## config.mk

```make
export PLATFORM = sky130hd
export DESIGN_NAME = alu_input_loader
export DESIGN_NICKNAME = d
export VERILOG_FILES = /design/src/rtl/alu_pkg.sv /design/src/rtl/button_conditioner.sv /design/src/rtl/alu_input_loader.sv
export SDC_FILE = /design/constraint.sdc
export NUM_CORES = 1
export LEC_CHECK = 0
export ABC_CLOCK_PERIOD_IN_PS = 1710
export BUFFER_PORTS_ARGS = -buffer_cell sky130_fd_sc_hd__buf_2
export CAP_MARGIN = 20
export CORE_ASPECT_RATIO = 1.1
export CORE_MARGIN = 2
export CORE_UTILIZATION = 44
export CTS_CLUSTER_DIAMETER = 120
export DETAILED_ROUTE_END_ITERATION = 10
export MAX_ROUTING_LAYER = met4
export PLACE_DENSITY = 0.7
export SLEW_MARGIN = 20
export SYNTH_ARGS = -nofsm -noshare
export SYNTH_HDL_FRONTEND = slang
export SYNTH_HIERARCHICAL = 1
export SYNTH_SLANG_ARGS = --single-unit
```

## constraint.sdc

```tcl
create_clock -name clk -period 1.71 [get_ports clk]
set_input_delay 0.171 -clock clk [delete_from_list [all_inputs] [get_ports clk]]
set_output_delay 0.171 -clock clk [all_outputs]
set_load 0.02 [all_outputs]
```

## src/rtl/alu_pkg.sv

```systemverilog
// alu_pkg: shared ALU widths, opcode constants and loader FSM state encoding.
package alu_pkg;
  localparam int DEF_BUS_SIZE = 8;
  localparam int DEF_OPCODE_SIZE = 6;
  localparam logic [DEF_OPCODE_SIZE-1:0] OP_ADD = 6'b100000;
  localparam logic [DEF_OPCODE_SIZE-1:0] OP_SUB = 6'b100010;
  localparam logic [DEF_OPCODE_SIZE-1:0] OP_AND = 6'b100100;
  localparam logic [DEF_OPCODE_SIZE-1:0] OP_OR  = 6'b100101;
  localparam logic [DEF_OPCODE_SIZE-1:0] OP_XOR = 6'b100110;
  localparam logic [DEF_OPCODE_SIZE-1:0] OP_NOR = 6'b100111;
  localparam logic [DEF_OPCODE_SIZE-1:0] OP_SRL = 6'b000010;
  localparam logic [DEF_OPCODE_SIZE-1:0] OP_SRA = 6'b000011;
  typedef enum logic [2:0] {
    WAIT_A  = 3'd0,
    WAIT_B  = 3'd1,
    WAIT_OP = 3'd2,
    CAPTURE = 3'd3,
    SHOW    = 3'd4
  } loader_state_t;
endpackage

```

## src/rtl/button_conditioner.sv

```systemverilog
// button_conditioner: 2-flop sync, debounce when ALU_LOADER_DEBOUNCE_EN is defined, rising-edge press strobe.
module button_conditioner #(
  parameter int DEBOUNCE_CYCLES = 16
) (
  input  logic clk,
  input  logic reset,
  input  logic btn,
  output logic press
);
  logic [1:0] sync;
  logic level;
  logic level_q;
  always_ff @(posedge clk or posedge reset)
    if (reset) sync <= '0;
    else sync <= {sync[0], btn};
`ifdef ALU_LOADER_DEBOUNCE_EN
  localparam int CW = $clog2(DEBOUNCE_CYCLES + 1);
  logic [CW-1:0] cnt;
  // level flips on the DEBOUNCE_CYCLES-th consecutive cycle of disagreement
  always_ff @(posedge clk or posedge reset)
    if (reset) begin
      cnt   <= '0;
      level <= 1'b0;
    end else if (sync[1] == level) begin
      cnt <= '0;
    end else if (cnt == CW'(DEBOUNCE_CYCLES - 1)) begin
      cnt   <= '0;
      level <= sync[1];
    end else begin
      cnt <= cnt + CW'(1);
    end
`else
  assign level = sync[1];
`endif
  always_ff @(posedge clk or posedge reset)
    if (reset) level_q <= 1'b0;
    else level_q <= level;
  assign press = level & ~level_q;
  if (DEBOUNCE_CYCLES < 1) begin : g_bad_cfg
    $error("DEBOUNCE_CYCLES must be at least 1");
  end
endmodule

```

## src/rtl/alu_input_loader.sv

```systemverilog
// alu_input_loader: loads A, B, opcode from switches on button presses and snapshots the ALU result.
// Optional button debounce via ALU_LOADER_DEBOUNCE_EN.
module alu_input_loader
  import alu_pkg::*;
#(
  parameter int BUS_SIZE        = DEF_BUS_SIZE,
  parameter int OPCODE_SIZE     = DEF_OPCODE_SIZE,
  parameter int DEBOUNCE_CYCLES = 16
) (
  input  logic                   clk,
  input  logic                   reset,
  input  logic [BUS_SIZE-1:0]    sw,
  input  logic                   btn_a,
  input  logic                   btn_b,
  input  logic                   btn_op,
  input  logic [BUS_SIZE-1:0]    alu_result,
  input  logic                   alu_carry,
  output logic [BUS_SIZE-1:0]    num1,
  output logic [BUS_SIZE-1:0]    num2,
  output logic [OPCODE_SIZE-1:0] opcode,
  output logic [BUS_SIZE:0]      led,
  output logic                   result_valid,
  output logic [2:0]             state
);
  loader_state_t cur, nxt;
  logic press_a, press_b, press_op;
  logic ld_a, ld_b, ld_op, cap;
  button_conditioner #(.DEBOUNCE_CYCLES(DEBOUNCE_CYCLES)) u_btn_a (
    .clk(clk), .reset(reset), .btn(btn_a), .press(press_a)
  );
  button_conditioner #(.DEBOUNCE_CYCLES(DEBOUNCE_CYCLES)) u_btn_b (
    .clk(clk), .reset(reset), .btn(btn_b), .press(press_b)
  );
  button_conditioner #(.DEBOUNCE_CYCLES(DEBOUNCE_CYCLES)) u_btn_op (
    .clk(clk), .reset(reset), .btn(btn_op), .press(press_op)
  );
  always_ff @(posedge clk or posedge reset)
    if (reset) cur <= WAIT_A;
    else cur <= nxt;
  always_comb
    nxt = ld_a ? WAIT_B : ld_b ? WAIT_OP : ld_op ? CAPTURE : (cur == CAPTURE) ? SHOW : cur;
  // a > b > op: a lower-priority strobe in the same cycle is dropped
  always_comb begin
    ld_a  = press_a;
    ld_b  = !press_a && press_b && (cur == WAIT_B);
    ld_op = !press_a && !press_b && press_op && (cur == WAIT_OP || cur == SHOW);
    cap   = (cur == CAPTURE);
  end
  always_ff @(posedge clk or posedge reset)
    if (reset) begin
      num1         <= '0;
      num2         <= '0;
      opcode       <= OPCODE_SIZE'(OP_ADD);
      led          <= '0;
      result_valid <= 1'b0;
    end else begin
      if (ld_a) num1 <= sw;
      if (ld_b) num2 <= sw;
      if (ld_op) opcode <= sw[OPCODE_SIZE-1:0];
      if (cap) led <= {alu_carry, alu_result};
      result_valid <= cap;
    end
  assign state = cur;
endmodule

```

==> impl_results.rst, run 1 <==
.. list-table::
   :header-rows: 1

   * - Metric
     - Value
   * - Count of unique library cells instantiated by Yosys
     - 25
   * - Placed insts
     - 213
   * - Crit share post-route
     - 0.9689
   * - Register bit count reported by yosys
     - 44
   * - Clock Tree Root
     - sky130_fd_sc_hd__clkbuf_8
   * - Count of TritonRoute iterations in the first routing pass
     - 4
   * - Die X-Extent
     - 62.77 um
   * - CTS clock-pin slew for the worst setup and hold paths
     - 0.08 ns
   * - Post-route DRC
     - 0
   * - Mean routed wirelength per cell
     - 13.93 um
   * - Headroom to the max-slew limit
     - 0.6906
   * - Worst-case hold path end point
     - led[6]
   * - Final wirelength
     - 3.135 mm
   * - Status
     - finished, final reports clean
   * - Mean number of vias per cell
     - 4.844
   * - Beginning of the worst hold path
     - alu_result[6]
   * - Cell row count
     - 23
   * - Mux contribution to synthesized area
     - 0.2223
   * - Die Area
     - 4309 um2
   * - Area of the placeable core
     - 3655 um2
   * - P per Cell Area
     - 1753 nW/um2
   * - Initial antenna violation count
     - 0
   * - Leak pwr
     - 1.104 nW
   * - Y dimension of the die
     - 68.65 um
   * - Worst Setup Slack, final
     - 0.05320 ns
   * - Terminus of the critical flop-to-flop path
     - opcode[0]
   * - Pin count of the biggest net entering global routing
     - 36
   * - Peak fanout along the critical path
     - 7
   * - Compound-gate portion of the synthesized area
     - 0.02620
   * - Global placement routability congestion
     - 0.8788
   * - TritonCTS Buffers
     - 5
   * - Worst voltage drop across the vdd grid
     - 0.0008394 V
   * - Area growth syn-to-layout
     - 32.78%
   * - Number of standard cells after synthesis
     - 104
   * - Commonest non-fill, non-tap cell in the layout
     - sky130_fd_sc_hd__buf_2
   * - Worst flop-to-flop path startpoint
     - u_btn_op/level_q
   * - Global-route wire length before repair
     - 5.285 mm
   * - Number of diodes added for antenna fixing
     - 0
   * - Dominant combinational cell family by area after synthesis
     - multiplexers
   * - Cell class contributing the biggest share of worst-path delay
     - simple AND/OR/NAND/NOR gates
   * - Setup repair after global routing missed its margin
     - false
   * - Nets
     - 196
   * - Initial DRC count
     - 40
   * - Max capacitance violation total
     - 0
   * - Fill cell instance count of the final layout
     - 319
   * - Required arrival time at the worst endpoint
     - 1.89 ns
   * - Min Tclk post-route
     - 1.657 ns
   * - Count of input and output buffers
     - 56
   * - Critical Path Slowest Stage Cell
     - sky130_fd_sc_hd__or4_4
   * - Netlist area before placement
     - 1672 um2
   * - Hold depth
     - 2
   * - Final setup violation count
     - 0
   * - Type of the tightest min-delay check
     - in -> reg
   * - Adder-cell area share of the yosys netlist
     - 0
   * - Largest buffer count on any clock path
     - 2
   * - Area contributors post-synth
     - sky130_fd_sc_hd__dfrtp_1 (64%), sky130_fd_sc_hd__mux2_2 (17%), sky130_fd_sc_hd__mux2_4 (5.4%), sky130_fd_sc_hd__nor2b_4 (2.5%), sky130_fd_sc_hd__dfstp_2 (1.6%)
   * - Max-slew violations
     - 0
   * - Final non-filler cell total
     - 225
   * - Cells traversed along the worst timing path
     - nor2b_4 > nand2b_4 > or4_4 > buf_6 > mux2_4
   * - Clock Skew
     - 0.004620 ns
   * - Clock insertion delay at the later pin of the skew report
     - 0.29 ns
   * - Via count of the first global-routing pass
     - 1132
   * - Final Hold Slack
     - 0.1071 ns
   * - Final instance area
     - 2220 um2
   * - Initial core utilization
     - 0.4574
   * - Post-CTS setup buffer count
     - 0
   * - Nets in the synthesized netlist
     - 126
   * - Area share of the leading cell type in the synthesized netlist
     - 0.6437
   * - Startpoint types
     - flip-flop
   * - Area leader, netlist
     - sky130_fd_sc_hd__dfrtp_1
   * - Top-Level Pins
     - 57
   * - Tot GR Track Use
     - 0.1716
   * - H-tree Lvls
     - 2
   * - Max frequency
     - 603.6 MHz
   * - Commonest cells after routing, fill and taps aside
     - sky130_fd_sc_hd__buf_2 (56), sky130_fd_sc_hd__dfrtp_1 (42), sky130_fd_sc_hd__mux2_2 (25)
   * - Xor-xnor portion of the synthesized cell area
     - 0.005240
   * - Buffer and inverter count on the worst path
     - 1
   * - Post-DP Area
     - 2057 um2
   * - Total grt overflow
     - 0
   * - Crit path kind
     - reg -> reg
   * - Post-route setup TNS
     - 0 ns
   * - Number of hold violations in the final report
     - 0
   * - Critical path arrival
     - 1.83 ns
   * - Setup WS pre-CTS
     - 0.04106 ns
   * - Antenna-violating nets left
     - 0
   * - Crit-path max cell delay
     - 0.47 ns
   * - Post-DP HPWL
     - 2.335 mm
   * - Number of warnings issued by yosys
     - 6
   * - Worst setup slack for register-to-register paths
     - 0.05 ns
   * - Path depth of the worst reg2reg path
     - 5
   * - Detailed-route via count
     - 1090
   * - CTS tree
     - yes
   * - Crit path capture type
     - flip-flop
   * - Average size of a mapped cell
     - 16.07 um2
   * - TritonCTS Sinks
     - 44
   * - Synthesized-area fraction occupied by and/or/nand/nor cells
     - 0.05913
   * - Sequential element share of the synthesized area
     - 0.6594
   * - Share of final-layout standard cells stronger than drive strength 1
     - 0.6286
   * - Transition at the pin with the smallest max-transition slack
     - 0.4628 ns
-- routing by layer --
metal	wire length (um)	share of wire	track usage	up-vias
met2	1492	0.48	0.2836	54
met3	288	0.092	0.06818	8
li1	-	-	-	495
met4	84	0.027	0.08056	0
met1	1270	0.41	0.1856	533
met5	0	0	-	-
-- area by class of cell --
class                   instances  area, um2  area share
well taps                      50      62.56     0.02818
inverters                       6      22.52     0.01015
clock inverters                 2      35.03     0.01578
clock buffers                   6      72.57     0.03269
multi-input cells              50      534.3      0.2407
repair buffers                 67      389.1      0.1753
flip-flops and latches         44       1104      0.4972
-- sequential cells by signal, summed over array words and instances, names as in the netlist, 2 cells and up --
| signal | cells |
|---|---|
| led | 9 |
| num1 | 8 |
| num2 | 8 |
| opcode | 6 |
| state | 3 |
| u_btn_a/sync | 2 |
| u_btn_b/sync | 2 |
| u_btn_op/sync | 2 |
-- how the worst max path moves through the flow --
| stage | start | to | slack (ns) | cells after the start |
|---|---|---|---|---|
| floorplan | state[2] | opcode[0] | 0.007 | 5 |
| global placement | u_btn_op/level_q | opcode[2] | 0.07 | 5 |
| detailed placement | u_btn_op/level_q | opcode[4] | 0.04 | 5 |
| CTS | u_btn_op/level_q | opcode[0] | 0.03 | 5 |
| global route | u_btn_op/level_q | opcode[0] | 0.01 | 5 |
| finish | u_btn_op/level_q | opcode[0] | 0.05 | 5 |
-- through the flow --
stage	power, W	util
after floorplan	0.002591	-
after global placement	0.003089	0.5628
after detailed placement	0.003146	0.5628
after CTS	0.003924	0.6032
after global routing	0.004126	0.6073
final	0.003891	0.6073
-- power by group --
| group | internal [W] | total (W) | switching, W |
|---|---|---|---|
| clock | 0.000433 | 0.000758 | 0.000325 |
| combinational | 0.000709 | 0.00155 | 0.000839 |
| sequential | 0.00141 | 0.00158 | 0.000178 |
-- cells by family (layout without fill, tap and decap cells) --
group,after synthesis,count (layout)
multiplexers,31,31
flip-flops,44,44
buffers and inverters,10,81
XOR/XNOR,1,1
AND/OR/NAND/NOR,11,11
AO/OA/AOI/OAI,7,7
-- cell usage after synthesis --
cell / count
sky130_fd_sc_hd__inv_1: 6
sky130_fd_sc_hd__o21a_1: 1
sky130_fd_sc_hd__nor2_2: 1
sky130_fd_sc_hd__or3b_2: 1
sky130_fd_sc_hd__buf_6: 1
sky130_fd_sc_hd__a21oi_1: 2
sky130_fd_sc_hd__a31oi_1: 1
sky130_fd_sc_hd__buf_1: 1
sky130_fd_sc_hd__buf_2: 1
sky130_fd_sc_hd__nand2b_1: 1
sky130_fd_sc_hd__nor2b_4: 3
sky130_fd_sc_hd__or4_1: 1
sky130_fd_sc_hd__a211oi_1: 1
sky130_fd_sc_hd__mux2_4: 6
sky130_fd_sc_hd__o31ai_1: 1
sky130_fd_sc_hd__dfrtp_1: 43
sky130_fd_sc_hd__mux2_2: 25
sky130_fd_sc_hd__nand4bb_1: 1
sky130_fd_sc_hd__xnor2_1: 1
sky130_fd_sc_hd__and2_1: 1
sky130_fd_sc_hd__dfstp_2: 1
sky130_fd_sc_hd__o21ai_0: 1
sky130_fd_sc_hd__nand3b_1: 1
sky130_fd_sc_hd__clkbuf_1: 1
sky130_fd_sc_hd__nor2_1: 1
-- worst reg2reg max path: stages, from the launching register on --
cell and delay (ns):
sky130_fd_sc_hd__dfrtp_1 0.40, sky130_fd_sc_hd__nor2b_4 0.15, sky130_fd_sc_hd__nand2b_4 0.07, sky130_fd_sc_hd__or4_4 0.47, sky130_fd_sc_hd__buf_6 0.16, sky130_fd_sc_hd__mux2_4 0.30
-- what timing repair did --
action                                  in CTS  in global routing
endpoints found under the setup margin       0                  5
hold endpoints to repair                    37                  0
hold buffers                                 4                  0
resized for setup                            0                  3
(Power assumes the default switching activity.)
==> run 2: changes to the inputs <==
ABC_AREA = 1   (was unset)
ABC_CLOCK_PERIOD_IN_PS = 1400   (was 1710)
clock period = 1.4 ns   (was 1.71 ns; I/O delays follow)
==> impl_results.rst, run 2 <==
.. list-table::
   :header-rows: 1

   * - Metric
     - Value
   * - Number of standard cells after synthesis
     - 166 (+60%)
   * - Met3 Track Usage GR
     - 0.03571 (-0.03247)
   * - Setup repair after global routing missed its margin
     - false
   * - Max capacitance violation total
     - 0 (unchanged)
   * - Max-slew violations
     - 0 (unchanged)
   * - Nets
     - 256 (+31%)
   * - Commonest non-fill, non-tap cell in the layout
     - sky130_fd_sc_hd__nand2_1
   * - Area of the placeable core
     - 3655 um2 (unchanged)
   * - Path depth of the worst reg2reg path
     - 4 (-1)
   * - Hold depth
     - 3 (+1)
   * - Flip-flop count of the largest register, all copies and words added
     - 9 (unchanged)
   * - Status
     - finished, final reports clean
   * - Clock Tree Root
     - sky130_fd_sc_hd__clkbuf_8
   * - CTS tree
     - yes
   * - Main synth FF type
     - sky130_fd_sc_hd__dfrtp_1
   * - Max frequency
     - 806.5 MHz (+34%)
   * - Worst voltage drop across the vdd grid
     - 0.001209 V (+44%)
   * - Leak pwr
     - 1.229 nW (+11%)
   * - Cell row count
     - 23 (unchanged)
   * - Headroom to the max-slew limit
     - 0.7021 (+0.01157)
   * - Proportion of power drawn by flip-flops and latches
     - 0.430 (+0.023)
   * - Register bit count reported by yosys
     - 44 (unchanged)
   * - Worst setup slack for register-to-register paths
     - 0.16 ns (+0.11 ns)
   * - Terminus of the critical flop-to-flop path
     - led[8]
   * - Area share of the leading cell type in the synthesized netlist
     - 0.6380 (-0.005730)
   * - P per Cell Area
     - 2094 nW/um2 (+19%)
   * - Count of unique library cells instantiated by Yosys
     - 17 (-32%)
   * - Area growth syn-to-layout
     - 28.93%
   * - Fraction of power consumed by the clock network
     - 0.182 (-0.013)
   * - TritonCTS Sinks
     - 44 (unchanged)
   * - Top-Level Pins
     - 57 (unchanged)
   * - Switching portion of total power
     - 0.3921 (+0.04715)
   * - Share of final-layout standard cells stronger than drive strength 1
     - 0.3974 (-0.2311)
   * - Register containing the most flip-flops in the final layout
     - led
   * - Combinational fraction of design power
     - 0.388 (-0.010)
   * - Critical path arrival
     - 1.42 ns (-0.41 ns)
   * - Busiest metal layer after global routing
     - met2
   * - Mean routed wirelength per cell
     - 11.30 um (-19%)
   * - Min Tclk post-route
     - 1.240 ns (-0.4169 ns)
   * - Sequential element share of the synthesized area
     - 0.6536 (-0.005870)
   * - Transition at the pin with the smallest max-transition slack
     - 0.4468 ns (-0.01595 ns)
   * - Average size of a mapped cell
     - 10.16 um2 (-37%)
   * - Antenna-violating nets left
     - 0 (unchanged)
   * - Type of the tightest min-delay check
     - in -> reg
   * - Post-route DRC
     - 0 (unchanged)
   * - Worst flop-to-flop path startpoint
     - state[0]
   * - Beginning of the worst hold path
     - alu_result[2]
   * - TritonCTS Buffers
     - 5 (unchanged)
   * - Global-route met2 utilization
     - 0.2753 (-0.008336)
   * - Global placement routability congestion
     - 0.7242 (-18%)
   * - Netlist area before placement
     - 1687 um2 (+0.90%)
   * - Die X-Extent
     - 63.03 um (+0.41%)
   * - Largest buffer count on any clock path
     - 2 (unchanged)
   * - Nets in the synthesized netlist
     - 188 (+49%)
   * - Startpoint types
     - flip-flop
   * - Peak fanout along the critical path
     - 10 (+3)
   * - Largest regs
     - led: 9 flops, num1: 8 flops, num2: 8 flops
   * - Internal Pwr Total
     - 0.002768 W (+8.6%)
   * - Net switching power of the design
     - 0.001785 W (+33%)
   * - Async set-or-reset flop fraction in the synthesized netlist
     - 1.000 (unchanged)
   * - Area contributors post-synth
     - sky130_fd_sc_hd__dfrtp_1 (64%), sky130_fd_sc_hd__nand2_1 (14%), sky130_fd_sc_hd__o21ai_2 (6.2%), sky130_fd_sc_hd__inv_1 (4.5%), sky130_fd_sc_hd__nor2_2 (2.2%)
   * - Crit path kind
     - reg -> reg
   * - Initial antenna violation count
     - 0 (unchanged)
   * - Initial core utilization
     - 0.4615 (+0.004108)
   * - Mean number of vias per cell
     - 4.370 (-9.8%)
   * - Number of diodes added for antenna fixing
     - 0 (unchanged)
   * - Required arrival time at the worst endpoint
     - 1.58 ns (-0.31 ns)
   * - Detailed-route via count
     - 1241 (+14%)
   * - Y dimension of the die
     - 68.94 um (+0.42%)
   * - CTS clock-pin slew for the worst setup and hold paths
     - 0.07 ns (about the same)
   * - Post-synth EDFFs
     - 0 (unchanged)
   * - Leading cell types by count after synthesis
     - sky130_fd_sc_hd__nand2_1 (62), sky130_fd_sc_hd__dfrtp_1 (43), sky130_fd_sc_hd__inv_1 (20), sky130_fd_sc_hd__o21ai_2 (12)
   * - Met1 layer usage reported by global route
     - 0.1979 (+0.01226)
   * - Crit share post-route
     - 0.8856 (-0.08327)
   * - Clock insertion delay at the later pin of the skew report
     - 0.29 ns (about the same)
   * - Final Hold Slack
     - 0.03990 ns (-0.06718 ns)
   * - Initial DRC count
     - 71 (+78%)
   * - Tot GR Track Use
     - 0.1646 (-0.006960)
   * - Final setup violation count
     - 0 (unchanged)
   * - H-tree Lvls
     - 2 (unchanged)
   * - Final wirelength
     - 3.210 mm (+2.4%)
   * - Commonest cells after routing, fill and taps aside
     - sky130_fd_sc_hd__nand2_1 (62), sky130_fd_sc_hd__buf_2 (56), sky130_fd_sc_hd__dfrtp_1 (43)
   * - Die Area
     - 4345 um2 (+0.84%)
   * - Crit path capture type
     - flip-flop
   * - Worst-case hold path end point
     - led[2]
   * - Dominant cell by count in the synthesized netlist
     - sky130_fd_sc_hd__nand2_1
   * - Post-route setup TNS
     - 0 ns (unchanged)
   * - Count of TritonRoute iterations in the first routing pass
     - 4 (unchanged)
   * - Number of warnings issued by yosys
     - 6 (unchanged)
   * - Clock Skew
     - 0.001965 ns (-0.002655 ns)
   * - Post-DP HPWL
     - 2.349 mm (+0.63%)
   * - Global-route wire length before repair
     - 5.326 mm (+0.78%)
   * - Number of hold violations in the final report
     - 0 (unchanged)
   * - Pin count of the biggest net entering global routing
     - 36 (unchanged)
   * - Count of input and output buffers
     - 56 (unchanged)
   * - Area leader, netlist
     - sky130_fd_sc_hd__dfrtp_1
   * - Total grt overflow
     - 0 (unchanged)
   * - Via count of the first global-routing pass
     - 1198 (+5.8%)
## run 2: cell families (layout without fill, tap and decap cells)
| group | Yosys count | after routing | synth area share |
|---|---|---|---|
| flip-flops | 44 | 44 | 0.6536 |
| buffers and inverters | 26 | 94 | 0.07121 |
| AO/OA/AOI/OAI | 20 | 20 | 0.08754 |
| AND/OR/NAND/NOR | 76 | 76 | 0.1877 |
## run 2: metrics by stage
| step | setup slack [ns] | area [um2] | power, W | std cells | utilization |
|---|---|---|---|---|---|
| finish | 0.1601 | 2175 | 0.004553 | 284 | 0.5950 |
| detailed placement | 0.09326 | 2029 | 0.003749 | 273 | 0.5553 |
| CTS | 0.08128 | 2166 | 0.004603 | 284 | 0.5926 |
| global placement | 0.1660 | 2029 | 0.003711 | 273 | 0.5553 |
| global route | 0.04104 | 2175 | 0.004904 | 284 | 0.5950 |
| floorplan | 0.2144 | 1687 | 0.003142 | 166 | - |
## run 2: power groups by stage
stage	Combinational (W)	Clock, W	Sequential (W)
finish	0.00177	0.000828	0.00196
global route	0.00197	0.000907	0.00202
CTS	0.00178	0.000865	0.00196
detailed placement	0.00177	0	0.00198
global placement	0.00174	0	0.00197
floorplan	0.000666	0	0.00248
## run 2: layer usage
metal  share of wire  up-vias
met5               0        -
met4           0.011        0
met3           0.043        5
met2            0.51       28
met1            0.44      572
li1                -      636
## run 2: cell type report
type | count | area [um2]
repair buffers | 65 | 357.8
well taps | 50 | 62.56
multi-input cells | 96 | 469.2
flip-flops and latches | 44 | 1102
inverters | 22 | 86.33
fillers | 333 | 1480
clock buffers | 7 | 96.34
## run 2: worst max path at each step
stage	slack [ns]	from	to	cells after the start
floorplan	0.21	state[1]	opcode[0]	7
global placement	0.17	u_btn_a/level_q	state[0]	8
detailed placement	0.09	u_btn_a/sync[1]	state[0]	9
CTS	0.08	u_btn_a/sync[1]	state[0]	9
global route	0.04	state[0]	led[8]	4
finish	0.16	state[0]	led[8]	4
## run 2: what timing repair did
item,4_1_cts,5_1_grt
gates resized for setup,0,2
endpoints found under the hold margin,46,0
endpoints found under the setup margin,0,2
hold buffers,4,0
buffers inserted,0,0
## run 2: critical path, stage by stage, from the launching register on
cell and delay (ns):
sky130_fd_sc_hd__dfrtp_1 0.45, sky130_fd_sc_hd__nand3_1 0.27, sky130_fd_sc_hd__clkinvlp_4 0.25, sky130_fd_sc_hd__nand2_1 0.10, sky130_fd_sc_hd__nand2_1 0.06
